### src/rtl/sat_counter.sv
// Saturating up-counter with synchronous clear; clear takes priority over increment.
module sat_counter #(
  parameter int unsigned W = 16
) (
  input  logic         clk,
  input  logic         rst,
  input  logic         inc_i,
  input  logic         clr_i,
  output logic [W-1:0] cnt_o
);

  logic [W-1:0] cnt_q;

  always_ff @(posedge clk) begin
    if (!rst) begin
      cnt_q <= '0;
    end else if (clr_i) begin
      cnt_q <= '0;
    end else if (inc_i && (cnt_q != '1)) begin
      cnt_q <= cnt_q + W'(1);
    end
  end

  assign cnt_o = cnt_q;

endmodule

### config.mk
export PLATFORM = sky130hd
export DESIGN_NAME = sat_counter
export DESIGN_NICKNAME = d
export VERILOG_FILES = /design/src/rtl/sat_counter.sv
export SDC_FILE = /design/constraint.sdc
export NUM_CORES = 1
export LEC_CHECK = 0
export CELL_PAD_IN_SITES_DETAIL_PLACEMENT = 1
export CELL_PAD_IN_SITES_GLOBAL_PLACEMENT = 2
export CORE_ASPECT_RATIO = 1.75
export CORE_MARGIN = 4
export CORE_UTILIZATION = 31
export DETAILED_ROUTE_END_ITERATION = 7
export GPL_ROUTABILITY_DRIVEN = 0
export PLACE_DENSITY_LB_ADDON = 0.1
export SYNTH_ARGS = -nofsm -noshare
export SYNTH_HDL_FRONTEND = slang
export SYNTH_SLANG_ARGS = --single-unit
### constraint.sdc
create_clock -name clk -period 2.7 [get_ports clk]
set_clock_uncertainty 0.15 [all_clocks]
set_input_delay 0.54 -clock clk [delete_from_list [all_inputs] [get_ports clk]]
set_output_delay 0.54 -clock clk [all_outputs]
set_load 0.005 [all_outputs]
==> metrics.log, run 1 <==
INFO  metric synth-warning-count = 0
INFO  metric initial_core_util = 32.14%
INFO  metric finalHoldViolations = 0
INFO  metric die-height = 77.86 um
INFO  metric dr_vias_cell = 5.621
INFO  metric required = 2.72 ns
INFO  metric post_cts.repair.setup_buffers = 0
INFO  metric timing.setup.critical_path_class = in2reg
INFO  metric critical_path.n_buffers_inverters = 1
INFO  metric rows = 25
INFO  metric cp_slowest_cell = sky130_fd_sc_hd__clkdlybuf4s50_1
INFO  metric synth_most_common_cell = sky130_fd_sc_hd__dfxtp_1
INFO  metric die_width = 47.92 um
INFO  metric top_cells_by_area_synth = sky130_fd_sc_hd__dfxtp_1 37%, sky130_fd_sc_hd__nand4_4 4.9%, sky130_fd_sc_hd__nor2_1 4.3%
INFO  metric drc_errors = 0
INFO  metric groute.layer.met2.usage = 24.01%
INFO  metric period_minus_slack = 2.092 ns
INFO  metric cts_inserted_buffers = 3
INFO  metric cts.clk_slew.worst_paths = 0.06 ns
INFO  metric vias_in_the_first_global_route = 824
INFO  metric antenna_found_initial = 0
INFO  metric slowest_delay = 0.53 ns
INFO  metric cts_resized = 0
INFO  metric ys.flop_type = sky130_fd_sc_hd__dfxtp_1
INFO  metric status = completed
INFO  metric ys_types = 38
INFO  metric fillers = 323
INFO  metric largest_register_ffs = 16
INFO  metric finalSetupViolations = 0
INFO  metric syn_area_per_cell = 9.501 um2
INFO  metric groute.layer.met1.usage = 16.67%
INFO  metric grt_first_pass_wirelength = 3870 um
INFO  metric grtUsageTotal = 14.45%
INFO  metric fp.coreArea = 2690 um2
INFO  metric critPathTopFamily = simple AND/OR/NAND/NOR gates
INFO  metric post_synthesis_sequential_area_ratio = 37.05%
INFO  metric number_of_iterations_in_the_first_detailed_routing_pass = 4
INFO  metric synth_seq_cells = 16
INFO  metric drive_above_1_share = 10.62%
INFO  metric synth_edf_count = 0
INFO  metric drt_iter0_markers = 20
INFO  metric leading_cell_types_by_count_after_synthesis = 16 x sky130_fd_sc_hd__dfxtp_1, 10 x sky130_fd_sc_hd__nor2_1, 5 x sky130_fd_sc_hd__nand2_1
INFO  metric worstPathCellList = clkdlybuf4s50_1, and4_2, nand3_4, or4_1, a21oi_1
INFO  metric async_flop_share = 0%
INFO  metric clk-insertion-delay-late = 0.25 ns
INFO  metric grt_remaining_overflow = 0
INFO  metric ctsHoldBuffers = 0
INFO  metric worstHoldStart = cnt_o[5]
INFO  metric setup_tns = 0 ns
INFO  metric worst_r2r_startpoint = cnt_o[0]
INFO  metric peak_ir_drop_on_the_vdd_network = 0.0002648 V
INFO  metric largest_net_degree_at_the_start_of_global_routing = 12
INFO  metric regToRegSetupSlack = 0.88 ns
INFO  metric instance_count_of_the_mapped_netlist = 91
INFO  metric p_leak = 0.4058 nW
INFO  metric floorplan.die_area = 3731 um2
INFO  metric fin_total_pwr = 471.3 uW
INFO  metric route.vias.total = 787
INFO  metric worstSetupStartpointType = primary input
INFO  metric tritoncts_clock_tree = built
INFO  metric reg2regPathDepth = 5
INFO  metric slew_violations = 0
INFO  metric worst_hold_path.num_cells = 2
INFO  metric sink_of_the_worst_hold_path = cnt_o[5]
INFO  metric syn_nets = 96
INFO  metric hold_path.class = reg2reg
INFO  metric max_slew_margin = 63.59%
INFO  metric post-dp-hpwl = 1799 um
INFO  metric drv.max_cap_violation_count = 0
INFO  metric clock_tree.buffer_depth = 2
INFO  metric antenna_left = 0
INFO  metric number_of_clock_sinks = 16
INFO  metric flow.area_growth_from_synthesis = 31.84%
INFO  metric grt_use_met3 = 2.088%
INFO  metric synthDominantCellAreaShare = 37.05%
INFO  metric synthesis.area = 864.6 um2
INFO  metric fin_crit_sh = 77.48%
INFO  metric totalWireLength = 2336 um
INFO  metric top_level_ports = 20
INFO  metric detail_route.wl_per_cell = 16.69 um
INFO  metric gr-max-usage-layer = met2
INFO  metric critical_path.max_fanout = 9
INFO  metric power.density_cell_area = 413.5 nW/um2
INFO  metric worstReg2RegEnd = cnt_o[14]
INFO  metric count_of_buffers_inserted_at_the_top_level_ports = 19
INFO  metric worst-endpoint-arrival = 2.12 ns
INFO  metric max_clock_freq = 478.0 MHz
INFO  metric finalNetCount = 119
INFO  metric setup.worst_path.end_class = register
INFO  metric max_slew.worst_pin.slew = 0.5451 ns
INFO  metric total_inserted_antenna_cells = 0
INFO  metric clock_tree.htree_level_count = 1
INFO  metric cts.root.buffer_cell = sky130_fd_sc_hd__clkbuf_8
INFO  metric rsz_0062_raised_after_global_routing = false
INFO  metric synth.largest_area_cell = sky130_fd_sc_hd__dfxtp_1
==> layout make-up <==
cell class / count / area, um2 / share of cell area, %
Clock buffer: 4 / 55.05 / 4.830
Multi-Input combinational cell: 72 / 533.0 / 46.76
Sequential cell: 16 / 320.3 / 28.10
Inverter: 2 / 7.507 / 0.6586
Tap cell: 27 / 33.78 / 2.964
Timing Repair Buffer: 19 / 190.2 / 16.68
==> cell usage in the layout (no fill, tap or decap), types with 2 or more instances in the layout <==
cell type / Yosys / routed
sky130_fd_sc_hd__and4_2: 2 / 2
sky130_fd_sc_hd__nand2_1: 5 / 5
sky130_fd_sc_hd__a21oi_1: 4 / 4
sky130_fd_sc_hd__and2_1: 3 / 3
sky130_fd_sc_hd__xor2_1: 3 / 3
sky130_fd_sc_hd__o31ai_1: 2 / 2
sky130_fd_sc_hd__or3_1: 2 / 2
sky130_fd_sc_hd__o311ai_0: 2 / 2
sky130_fd_sc_hd__nand4_4: 2 / 2
sky130_fd_sc_hd__clkbuf_8: 0 / 4
sky130_fd_sc_hd__nand3_1: 4 / 4
sky130_fd_sc_hd__o21ai_0: 4 / 4
sky130_fd_sc_hd__nor2_1: 10 / 10
sky130_fd_sc_hd__dfxtp_1: 16 / 16
sky130_fd_sc_hd__or4_1: 2 / 2
sky130_fd_sc_hd__nand4_1: 2 / 2
sky130_fd_sc_hd__clkdlybuf4s50_1: 0 / 19
sky130_fd_sc_hd__nor4_1: 3 / 3
sky130_fd_sc_hd__o41ai_1: 2 / 2
sky130_fd_sc_hd__nand2b_1: 2 / 2
sky130_fd_sc_hd__inv_1: 2 / 2
==> where the power goes <==
group | leakage [nW] | switching [mW] | total [mW] | internal (mW)
registers | 0.129 | 0.00128 | 0.238 | 0.237
clock network | 0.0288 | 0.0848 | 0.214 | 0.129
logic | 0.248 | 0.00921 | 0.0187 | 0.00951
total | 0.406 | 0.0953 | 0.471 | 0.376
==> tightest hold or removal path, stage by stage, from the launching register on <==
cell and delay (ns):
sky130_fd_sc_hd__dfxtp_1 0.35, sky130_fd_sc_hd__o21ai_0 0.09, sky130_fd_sc_hd__a21oi_1 0.06
==> per-stage QoR <==
stage | instances | instance area, um2 | setup WS, ns | hold slack (ns) | util (%)
3_3_place_gp | 136 | 1085 | 0.3939 | 0.3585 | 40.33
3_5_place_dp | 136 | 1085 | 0.3385 | 0.3860 | 40.33
6_report | 140 | 1140 | 0.6081 | 0.3860 | 42.37
4_1_cts | 140 | 1140 | 0.6006 | 0.3923 | 42.37
5_1_grt | 140 | 1140 | 0.5049 | 0.4048 | 42.37
2_1_floorplan | 91 | 864.6 | 1.016 | 0.3535 | -
==> cells by family (layout without fill, tap and decap cells) <==
| kind of cell | Yosys count | in the layout | synth area share (%) |
|---|---|---|---|
| adder cells (fa/ha/maj) | 1 | 1 | 1.447 |
| AND/OR/NAND/NOR | 44 | 44 | 33.58 |
| XOR/XNOR | 4 | 4 | 4.053 |
| AO/OA/AOI/OAI | 22 | 22 | 21.42 |
| buffers and inverters | 3 | 25 | 1.302 |
| multiplexers | 1 | 1 | 1.158 |
| flip-flops | 16 | 16 | 37.05 |
==> how the worst max path moves through the flow <==
stage / from / endpoint / slack, ns / cells past startpoint
floorplan: cnt_o[0] / cnt_o[14] / 1.02 / 5
detailed placement: inc_i / cnt_o[13] / 0.34 / 5
global placement: inc_i / cnt_o[13] / 0.39 / 5
global route: inc_i / cnt_o[15] / 0.50 / 5
CTS: inc_i / cnt_o[13] / 0.60 / 5
finish: inc_i / cnt_o[13] / 0.61 / 5
==> per-layer routing <==
layer	part of all wire (%)	vias to the layer above
met5	0	-
met1	41	370
met4	2.3	0
met3	3.1	4
li1	-	398
met2	53	15
(Power assumes the default switching activity.)
==> run 2: changes to the inputs <==
Settings changed: CORE_UTILIZATION 31 to 29.
Clock period 2.7 ns to 2.1 ns, I/O delays scaled along.
==> run 2 against run 1 <==
Effect of this change:
- sequential share of layout area is 1.6 points lower
- register-to-register slack worse by 0.53 ns
- highest routed layer unchanged
- global-route usage barely moved
- setup slack worse by 0.36 ns
- critical path type is now reg2out
- flip-flop and latch count did not move
- final area increased by 6.0%
==> metrics.log, run 2 (synthesis results as in run 1) <==
INFO  metric initial_core_util = 29.86%
INFO  metric post-dp-hpwl = 2019 um
INFO  metric finalCoreUtilization = 41.75%
INFO  metric worstHoldStart = cnt_o[5]
INFO  metric cts_inserted_buffers = 3
INFO  metric worst_r2r_startpoint = cnt_o[13]
INFO  metric cts.clk_slew.worst_paths = 0.07 ns
INFO  metric slew_violations = 0
INFO  metric grt_remaining_overflow = 0
INFO  metric design_area = 1209 um2
INFO  metric rows = 26
INFO  metric p_seq_share = 49.7%
INFO  metric drt_iter0_markers = 6
INFO  metric tritoncts_clock_tree = built
INFO  metric max_clock_freq = 540.3 MHz
INFO  metric total_inserted_antenna_cells = 0
INFO  metric max_slew_margin = 66.65%
INFO  metric finalSetupViolations = 0
INFO  metric post_cts.repair.setup_buffers = 0
INFO  metric placed_inst_area = 1154 um2
INFO  metric layout.cells.non_filler = 150
INFO  metric multiInputGateArea = 533.0 um2
INFO  metric finalHoldViolations = 0
INFO  metric internal_power = 487.3 uW
INFO  metric reg2regPathDepth = 4
INFO  metric clock_tree.buffer_depth = 2
INFO  metric ctsHoldBuffers = 0
INFO  metric final_cell_mix = 19 x sky130_fd_sc_hd__clkdlybuf4s50_1, 16 x sky130_fd_sc_hd__dfxtp_1, 10 x sky130_fd_sc_hd__nor2_1, 9 x sky130_fd_sc_hd__buf_4, 5 x sky130_fd_sc_hd__nand2_1
INFO  metric dr_vias_cell = 5.800
INFO  metric peak_ir_drop_on_the_vdd_network = 0.0003268 V
INFO  metric regToRegSetupSlack = 0.35 ns
INFO  metric pwr-share-comb = 4.6%
INFO  metric number_of_iterations_in_the_first_detailed_routing_pass = 4
INFO  metric worst-endpoint-arrival = 1.28 ns
INFO  metric drv.max_cap_violation_count = 0
INFO  metric rsz_0062_raised_after_global_routing = false
INFO  metric hold_path.class = reg2reg
INFO  metric critical_path.n_buffers_inverters = 1
INFO  metric max_slew.worst_pin.slew = 0.4957 ns
INFO  metric top_level_ports = 20
INFO  metric flow.area_growth_from_synthesis = 39.80%
INFO  metric slowest_delay = 0.55 ns
INFO  metric drive_above_1_share = 17.21%
INFO  metric antenna_left = 0
INFO  metric worst_hold_path.num_cells = 2
INFO  metric p_leak = 0.4490 nW
INFO  metric antenna_found_initial = 0
INFO  metric grt_first_pass_wirelength = 4271 um
INFO  metric fin_crit_sh = 88.13%
INFO  metric post-place-cells = 146
INFO  metric seq_area = 320.3 um2
INFO  metric critPathTopFamily = buffers and inverters
INFO  metric p_clk_share = 45.7%
INFO  metric worstPathCellList = clkdlybuf4s50_1
INFO  metric fp.coreArea = 2895 um2
INFO  metric number_of_clock_sinks = 16
INFO  metric required = 1.53 ns
INFO  metric route.vias.total = 870
INFO  metric floorplan.die_area = 3953 um2
INFO  metric timing.setup.critical_path_class = reg2out
INFO  metric setup.worst_path.end_class = output port
INFO  metric totalWireLength = 2561 um
INFO  metric largest_register_ffs = 16
INFO  metric largest_net_degree_at_the_start_of_global_routing = 10
INFO  metric power.density_cell_area = 509.8 nW/um2
INFO  metric layout.cells.most_common = sky130_fd_sc_hd__clkdlybuf4s50_1
INFO  metric clk-insertion-delay-late = 0.25 ns
INFO  metric die_width = 49.28 um
INFO  metric p_switching = 128.9 uW
INFO  metric critical_path.max_fanout = 6
INFO  metric count_of_buffers_inserted_at_the_top_level_ports = 19
INFO  metric die-height = 80.23 um
INFO  metric worstSetupStartpointType = register
INFO  metric cts.root.buffer_cell = sky130_fd_sc_hd__clkbuf_8
INFO  metric sink_of_the_worst_hold_path = cnt_o[5]
INFO  metric status = completed
INFO  metric cp_slowest_cell = sky130_fd_sc_hd__clkdlybuf4s50_1
INFO  metric worst_hold_margin = 0.3881 ns
INFO  metric fillers = 344
INFO  metric clock_tree.htree_level_count = 1
INFO  metric drc_errors = 0
INFO  metric period_minus_slack = 1.851 ns
INFO  metric finalNetCount = 128
INFO  metric cts_resized = 0
INFO  metric vias_in_the_first_global_route = 879
INFO  metric switching_portion_of_total_power = 20.92%
INFO  metric setup_tns = 0 ns
INFO  metric grtUsageTotal = 14.47%
INFO  metric worstReg2RegEnd = cnt_o[1]
INFO  metric detail_route.wl_per_cell = 17.07 um
==> run 2: layout make-up <==
type / count / share of cell area (%)
Tap cell: 28 / 2.899
Multi-Input combinational cell: 72 / 44.10
Inverter: 2 / 0.6211
Timing Repair Buffer: 28 / 21.33
Clock buffer: 4 / 4.555
Sequential cell: 16 / 26.50
==> run 2: worst max-delay path by stage <==
stage | depth (start not counted) | end | slack (ns) | start
finish | 1 | cnt_o[13] | 0.25 | cnt_o[13]
CTS | 1 | cnt_o[13] | 0.23 | cnt_o[13]
detailed placement | 5 | cnt_o[13] | -0.01 | inc_i
global route | 1 | cnt_o[9] | 0.18 | cnt_o[9]
global placement | 5 | cnt_o[13] | 0.03 | inc_i
floorplan | 5 | cnt_o[14] | 0.42 | cnt_o[0]
==> run 2: worst min-delay path, delay by kind of cell, from the launching register on <==
family,cells,cell delay [ns]
flip-flops,1,0.35
AO/OA/AOI/OAI,2,0.15
==> run 2: routing by layer <==
layer  share of wire, %  global-route usage [%]  wire, um  vias up
met5                  0                       0         0        -
met4                4.3                   11.11       111        0
met3                3.3                   2.783        84        9
met2                 55                   26.21      1412       19
met1                 37                   14.14       953      428
li1                   -                       -         -      414
==> run 2: power by group through the flow <==
stage	Clock [mW]	Sequential, mW	Combinational [mW]
2_1_floorplan	0	0.313	0.0113
3_3_place_gp	0	0.313	0.0279
3_5_place_dp	0	0.313	0.0285
4_1_cts	0.295	0.306	0.0288
5_1_grt	0.306	0.306	0.0308
6_report	0.282	0.306	0.0283
==> run 2: through the flow <==
stage	power, mW	setup slack (ns)
after floorplan	0.3243	0.4159
after global placement	0.3411	0.03092
after detailed placement	0.3417	-0.01149
after CTS	0.6302	0.2294
after global routing	0.6429	0.1785
final	0.6161	0.2492
